`config.mk`:
```
export PLATFORM = sky130hd
export DESIGN_NAME = coherence_nc
export DESIGN_NICKNAME = d
export VERILOG_FILES = /design/src/rtl/coherence_nc.sv
export SDC_FILE = /design/constraint.sdc
export NUM_CORES = 1
export LEC_CHECK = 0
export ABC_CLOCK_PERIOD_IN_PS = 7050
export CAP_MARGIN = 15
export CORE_MARGIN = 10
export CORE_UTILIZATION = 40
export CTS_CLUSTER_SIZE = 28
export DETAILED_ROUTE_END_ITERATION = 10
export PLACE_DENSITY = 0.78
export SYNTH_ARGS = -nofsm -noshare
export SYNTH_HDL_FRONTEND = slang
export SYNTH_SLANG_ARGS = --single-unit
```
`constraint.sdc`:
```
create_clock -name clock -period 7.05 [get_ports clock]
set_input_delay 0.705 -clock clock [delete_from_list [all_inputs] [get_ports clock]]
set_output_delay 0.705 -clock clock [all_outputs]
set_load 0.02 [all_outputs]
```
`src/rtl/coherence_nc.sv`:
```
// N-core coherence front end: round-robin serialisation of L1 read/write requests
// onto one L2 port, with snoop broadcast of op/tag/index to every non-granted L1.
module coherence_nc #(
   parameter int N_CORES = 4,
   parameter int n       = 32,
   parameter int ADDR_W  = 15,
   parameter int TAG_W   = 5,
   parameter int INDEX_W = 6
) (
   input  logic                        clock,
   input  logic                        reset,
   input  logic [N_CORES-1:0]          l1_read_request,
   input  logic [N_CORES-1:0]          l1_write_request,
   input  logic [N_CORES*n-1:0]        l1_write_word,
   input  logic [N_CORES*ADDR_W-1:0]   l1_word_address,
   output logic [N_CORES*n-1:0]        l1_read_word,
   output logic [N_CORES-1:0]          l2_busy_out,
   input  logic                        l2_busy_in,
   input  logic [n-1:0]                l2_wdata,
   output logic [n-1:0]                l2_rdata,
   output logic [ADDR_W-1:0]           l2_word_address,
   output logic                        l2_read_request,
   output logic                        l2_write_request,
   output logic [N_CORES-1:0]          others_read_requests,
   output logic [N_CORES-1:0]          others_write_requests,
   output logic [TAG_W-1:0]            others_block_tag,
   output logic [INDEX_W-1:0]          others_block_index
);

   localparam int GW = (N_CORES > 1) ? $clog2(N_CORES) : 1;

   typedef enum logic [1:0] {IDLE, ISSUE, WAIT, DONE} state_t;

   state_t                 state_q, state_d;
   logic [GW-1:0]          grant_q, grant_d;
   logic [GW-1:0]          last_grant_q, last_grant_d;
   logic                   op_write_q, op_write_d;
   logic [ADDR_W-1:0]      addr_q, addr_d;
   logic [n-1:0]           word_q, word_d;
   logic [N_CORES*n-1:0]   read_word_q, read_word_d;

   logic [N_CORES-1:0]     pending;
   logic [N_CORES-1:0]     grant_oh;
   logic [GW-1:0]          winner;
   logic [GW-1:0]          cand;
   logic                   any_pending;
   logic                   active;

   // Handshake: an L1 holds its request while l2_busy_out[i] is high; the first
   // cycle it sees l2_busy_out[i] low with its request up (the DONE cycle of its
   // own transaction) is the completion strobe, and it must drop or change the
   // request in that cycle or it is arbitrated again as a new transaction.
   assign pending  = l1_read_request | l1_write_request;
   assign grant_oh = N_CORES'(1) << grant_q;
   assign active   = (state_q == ISSUE) || (state_q == WAIT);

   // Walk from farthest to nearest so the nearest pending core after last_grant wins.
   always_comb begin
      winner      = last_grant_q;
      cand        = last_grant_q;
      any_pending = 1'b0;
      for (int k = N_CORES; k >= 1; k--) begin
         cand = GW'((int'(last_grant_q) + k) % N_CORES);
         if (pending[cand]) begin
            winner      = cand;
            any_pending = 1'b1;
         end
      end
   end

   always_comb begin
      state_d      = state_q;
      grant_d      = grant_q;
      last_grant_d = last_grant_q;
      op_write_d   = op_write_q;
      addr_d       = addr_q;
      word_d       = word_q;
      read_word_d  = read_word_q;
      case (state_q)
         IDLE: begin
            if (any_pending) begin
               grant_d    = winner;
               op_write_d = l1_write_request[winner];
               addr_d     = l1_word_address[int'(winner)*ADDR_W +: ADDR_W];
               word_d     = l1_write_request[winner] ? l1_write_word[int'(winner)*n +: n] : '0;
               state_d    = ISSUE;
            end
         end
         ISSUE: state_d = WAIT;
         WAIT: begin
            if (!l2_busy_in) begin
               state_d = DONE;
               if (!op_write_q) read_word_d[int'(grant_q)*n +: n] = l2_wdata;
            end
         end
         DONE: begin
            last_grant_d = grant_q;
            state_d      = IDLE;
         end
         default: state_d = IDLE;
      endcase
   end

   always_ff @(posedge clock or posedge reset) begin
      if (reset) begin
         state_q      <= IDLE;
         grant_q      <= '0;
         last_grant_q <= GW'(N_CORES - 1);
         op_write_q   <= 1'b0;
         addr_q       <= '0;
         word_q       <= '0;
         read_word_q  <= '0;
      end else begin
         state_q      <= state_d;
         grant_q      <= grant_d;
         last_grant_q <= last_grant_d;
         op_write_q   <= op_write_d;
         addr_q       <= addr_d;
         word_q       <= word_d;
         read_word_q  <= read_word_d;
      end
   end

   always_comb begin
      l2_read_request       = active & ~op_write_q;
      l2_write_request      = active & op_write_q;
      l2_word_address       = active ? addr_q : '0;
      l2_rdata              = (active && op_write_q) ? word_q : '0;
      others_read_requests  = (active && !op_write_q) ? ~grant_oh : '0;
      others_write_requests = (active && op_write_q) ? ~grant_oh : '0;
      others_block_tag      = active ? addr_q[ADDR_W-1 -: TAG_W] : '0;
      others_block_index    = active ? addr_q[ADDR_W-TAG_W-1 -: INDEX_W] : '0;
      case (state_q)
         IDLE:        l2_busy_out = pending;
         ISSUE, WAIT: l2_busy_out = '1;
         DONE:        l2_busy_out = pending & ~grant_oh;
         default:     l2_busy_out = '0;
      endcase
   end

   assign l1_read_word = read_word_q;

endmodule
```
== Yosys cells after proc, flatten, opt, wreduce, memory -nomap -nowiden ==
Cells that the tools add are included.

* Flip-flop bits (word level): 182
* Word-level logic and storage cells: 74
* Bits of input ports: 231
* Output and inout bits: 200

* $lt $le $gt $ge: 5
* Equality and inequality tests: 5
* $mul: 1
* Bitwise operators: 7
* Reduce and logical (&&, ||, !) cells: 9
* Shifts and indexed selects: 5
* Multiplexer cells: 30
* Add/subtract/negate cells: 5

{| class="wikitable"
|+ Operators with widths
! cell !! number
|-
| $bwmux W128 || 1
|-
| $shift A32 B33 Y128 const A || 1
|-
| $shiftx A128 B8 Y32 || 1
|-
| $shiftx A32 B33 Y128 || 1
|-
| $mux W32 || 2
|-
| $shiftx A60 B7 Y15 || 1
|-
| $neg A7 Y33 || 1
|-
| $lt A2 B3 Y1 const B || 5
|-
| $mux W15 || 1
|-
| $mux W2 || 6
|-
| $pmux W4 S3 || 1
|-
| $bmux W1 S2 || 5
|-
| $mux W1 || 9
|-
| $mux W4 || 2
|-
| $pmux W2 S4 || 1
|-
| $mul A2 B4 Y6 const B || 1
|-
| $mux W6 || 1
|-
| $mux W5 || 1
|-
| $add A2 B1 Y2 const B || 2
|-
| $add A2 B2 Y2 const B || 2
|-
| $and A4 B4 Y4 || 1
|-
| $eq A2 B2 Y1 const B || 2
|-
| $ne A2 B2 Y1 const B || 2
|-
| $not A4 Y4 || 1
|-
| other kinds (12) || 16
|}

== Longest topological paths before layout ==
* Depth in word-level cells: 10
* Mapped depth: 9

== Worst setup path before layout ==
Ideal clock, no wire load.

* Kind: input -> register
* Start point: input l1_read_request[1]
* End point: register word_q[10]
* Cell stages on the path: 9
* Path slack: 4.586 ns
* Setup time: 0.122 ns
* Required time: 6.928 ns
* Arrival: 2.343 ns
* Path buffers: 3
* Cell sequence: or2_1 o21a_1 a211oi_1 buf_2 buf_2 buf_4 mux2i_1 nand2_1 a32o_1

* Longest elaborated chain between the ends: 10
* Elaborated cells between the ends (all ways): 22
* Those cells by class: 1 x shift; 19 x mux; 1 x bitwise; 1 x reduce/logical

{| class="wikitable"
|+ RTL lines
! element !! line !! RTL
|-
| start: declaration || 12 || <nowiki>input logic [N_CORES-1:0] l1_read_request,</nowiki>
|-
| $or A4 B4 Y4 * || 53 || <nowiki>assign pending = l1_read_request | l1_write_request;</nowiki>
|-
| branches (longest 9 deep; another with $shiftx A128 B8 Y32) || n/a ||
|-
| end signal: assignment || 119 || <nowiki>word_q <= word_d;</nowiki>
|-
| end: declaration || 39 || <nowiki>logic [n-1:0] word_q, word_d;</nowiki>
|}

Every way passes the cells marked *. The select of a mux whose other input is x is not followed.
A chain may end at the register's enable or synchronous reset.

== Final worst setup path ==
* Start point: register state_q[0]
* End point: output l2_busy_out[2]

* Longest elaborated chain between the ends: 3
* Elaborated cells between the ends (all ways): 6
* Those cells by class: 3 x eq/ne; 1 x mux; 2 x reduce/logical

{| class="wikitable"
|+ RTL lines
! element !! line !! RTL
|-
| start: declaration || 34 || <nowiki>state_t state_q, state_d;</nowiki>
|-
| start signal: assignment || 114 || <nowiki>state_q <= state_d;</nowiki>
|-
| $eq A2 B1 Y1 / $eq A2 B2 Y1 (equally long branches) || 133 || <nowiki>case (state_q)</nowiki>
|-
| $reduce_or A2 Y1 || 133 ||
|-
| $pmux W4 S3 * || 133 ||
|-
| end: declaration || 17 || <nowiki>output logic [N_CORES-1:0] l2_busy_out,</nowiki>
|}

Every way passes the cells marked *; elsewhere a longest branch is shown, timed or not.

==> summary.txt <==
Setup path
  • CP max stage delay: 730 ps
  • Worst EP required: 6340 ps
  • Buf/Inv on CP: 3
  • Crit end category: output pin
  • Critical Path, Cell by Cell: inv_1, ha_1, buf_4, nand2b_1, o21ai_0, clkdlybuf4s50_1
  • Startpoint Class: register
  • Worst Path Max Fanout: between 40 and 50
  • Critical Setup Path Class: register to output pin
  • Top delay family on crit path: buffers and inverters
  • Critical Path AT: 2940 ps
  • CP max-delay cell: clkdlybuf4s50_1

Synth
  • Post-Syn Nets: 1,304
  • Synth Warn #: 0
  • Ys flop type: dfrtp_1
  • Sequential area share after synthesis: 49.4%
  • Synth async-reset ratio: 100%
  • Leading area contributor after synthesis: dfrtp_1
  • Cells after synthesis: 1,061
  • Share of Yosys cell area claimed by the top area cell type: between 40 and 50%
  • Area contributors post-synth: dfrtp_1 49%, nand2_1 15%, o21ai_0 7.5%, mux2i_1 7.1%, a32o_1 3.6%
  • Number of synthesized flops with an enable pin: 0
  • Post-Syn Area per Cell: slightly below 9 µm²
  • Netlist cell types: 33
  • Yosys reg bits: 182
  • Post-Syn Area: 9220 µm²

Cells and area
  • Nets: 1,676
  • Fin area: 14,200 µm²
  • Most frequent cells in the layout: 430 x clkdlybuf4s50_1, 374 x nand2_1, 180 x dfrtp_1
  • Final core occ: between 60% and 70%
  • Register Area: 4560 µm²
  • Layout cells sized above 1: ~4%
  • Fillers: 1,912
  • Layout area overhead: 54.3%
  • Commonest non-fill, non-tap cell in the layout: clkdlybuf4s50_1
  • Multi-input gate area: 4260 µm²
  • Non-filler cells, final: 1,734

Power
  • Pwr Total: 6.61 mW
  • Pwr Density: 464 nW/µm²
  • Worst vdd ir: 263 µV
  • Lkg Pwr: roughly 6.1 nW

Placement
  • Placed Cells: between 1.5k and 2k
  • Port bufs: 430
  • DP HPWL: 27.1 mm
  • DP Worst Slack: 3100 ps
  • GPL Wtd Cong: ~0.87
  • Post-DP Area: 13,600 µm²

Clock tree
  • TritonCTS Buffers: 17
  • # clock sinks: 182
  • # hold bufs at CTS: 0
  • Worst skew pair latency: 440 ps
  • Post_cts resized: 0
  • Clock root buffer: clkbuf_16
  • Clk buf depth: 2
  • CTS H-tree lvls: 4
  • CTS tree: done
  • Post CTS Setup Buffer Count: 0
  • Reg clk slew, reported paths: 70 ps

STA
  • Setup_tns: 0 ps
  • RSZ-0062 raised after global routing: false
  • Final setup viols: 0
  • Worst-Margin Slew: 1120 ps
  • Fin crit period: 3650 ps
  • Fmax: 0.274 GHz
  • Slew headroom: 24.9%
  • Final Slew Violations: 0
  • Hold Slack: between 400 and 500 ps
  • Clock skew: 12.7 ps
  • Final period util: between 50% and 60%
  • Setup slack after layout: 3400 ps
  • Hold Fails Final Rpt: 0

Routing
  • WL per Instance: 20.8 µm
  • DR vias: 9,047
  • DRC errors left: 0
  • First DRT Iteration DRCs: 741
  • WL final: 36.1 mm
  • Routed vias/inst: approximately 5.2
  • DRT Pass-1 Iters: 6
  • DRT antenna net count: 0

Die
  • Die area: a little under 30,000 µm²
  • Core box area: 22,600 µm²
  • Cell row count: 55
  • Die width: between 150 and 200 µm
  • IO Pins: about 430
  • Starting Density: roughly two fifths
  • Die Y: 172 µm

Run
  • # Max-Cap Violations: 0

Outcome
  • Status: finished clean

GRT
  • First-pass GRT wire length: 53.6 mm
  • Initial antenna violation count: 3
  • Vias in the first global route: 9,070
  • GRT Total Usage: 23.6%
  • GRT Residual Overflow: 0
  • Largest net degree at the start of global routing: 108

Hold path
  • Hold Crit Class: register to register
## report_power, final
part / internal, mW / total, mW / switching (mW)
registers: 1.50 / 1.80 / 0.296
logic: 1.65 / 3.85 / 2.21
clock network: 0.478 / 0.955 / 0.478
total: 3.63 / 6.61 / 2.98
## cell usage after synthesis, types with 14 or more instances
cell and number:
nand2_1 379, dfrtp_1 180, o21ai_0 138, mux2i_1 65, clkbuf_1 64, and3_1 50, a32o_1 33, and2_1 30
a211oi_1 16, o31ai_1 15, nor2_1 14
## flip-flops by register name (all words and copies together), names as in the netlist
name          cells
addr_q           15
grant_q           2
l1_read_word    128
last_grant_q      2
op_write_q        1
state_q           2
word_q           32
## per-layer routing
| metal | wire [µm] | vias up | GRT usage (%) |
|---|---|---|---|
| met1 | 13600 | 4278 | 26.7 |
| met3 | 3220 | 61 | 7.08 |
| met5 | 0 | - | 0 |
| met2 | 17900 | 386 | 40.1 |
| met4 | 1410 | 0 | 10.8 |
| li1 | - | 4322 | - |
## cells by family after synthesis
logic type      after synthesis  synth area share, %
mux                          65                 7.05
buf+inv                     103                 4.88
simple gates                483                 22.1
compound gates              216                 14.9
flops                       182                 49.4
fa+ha+maj                    12                 1.63
## worst register-to-register path: cells and delay by family (launching register included)
family | cells | cell delay [ps]
mux | 1 | 270
simple gates | 2 | 140
buf+inv | 2 | 1350
compound gates | 3 | 770
flops | 1 | 620
## layout make-up
cell class,count,area share [%]
clock buffer,18,3.02
inverter,13,0.396
tap,285,2.51
sequential,182,32.0
multi-input combinational,776,29.9
clock inverter,14,1.05
antenna,3,0.0528
timing repair buffer,443,31.0
## worst paths after layout
kind                            startpoint                to  slack (ps)  cells past startpoint
min in group asynchronous            reset         word_q[3]         820                      2
hold / removal                   addr_q[3]         addr_q[3]         480                      2
setup reg to reg           last_grant_q[1]        word_q[23]        3800                      8
max in group asynchronous            reset  l1_read_word[82]        4720                      3
hold reg to reg                  addr_q[3]         addr_q[3]         480                      2
setup / recovery                state_q[0]    l2_busy_out[2]        3400                      6
Power figures use the tool's default switching activity.
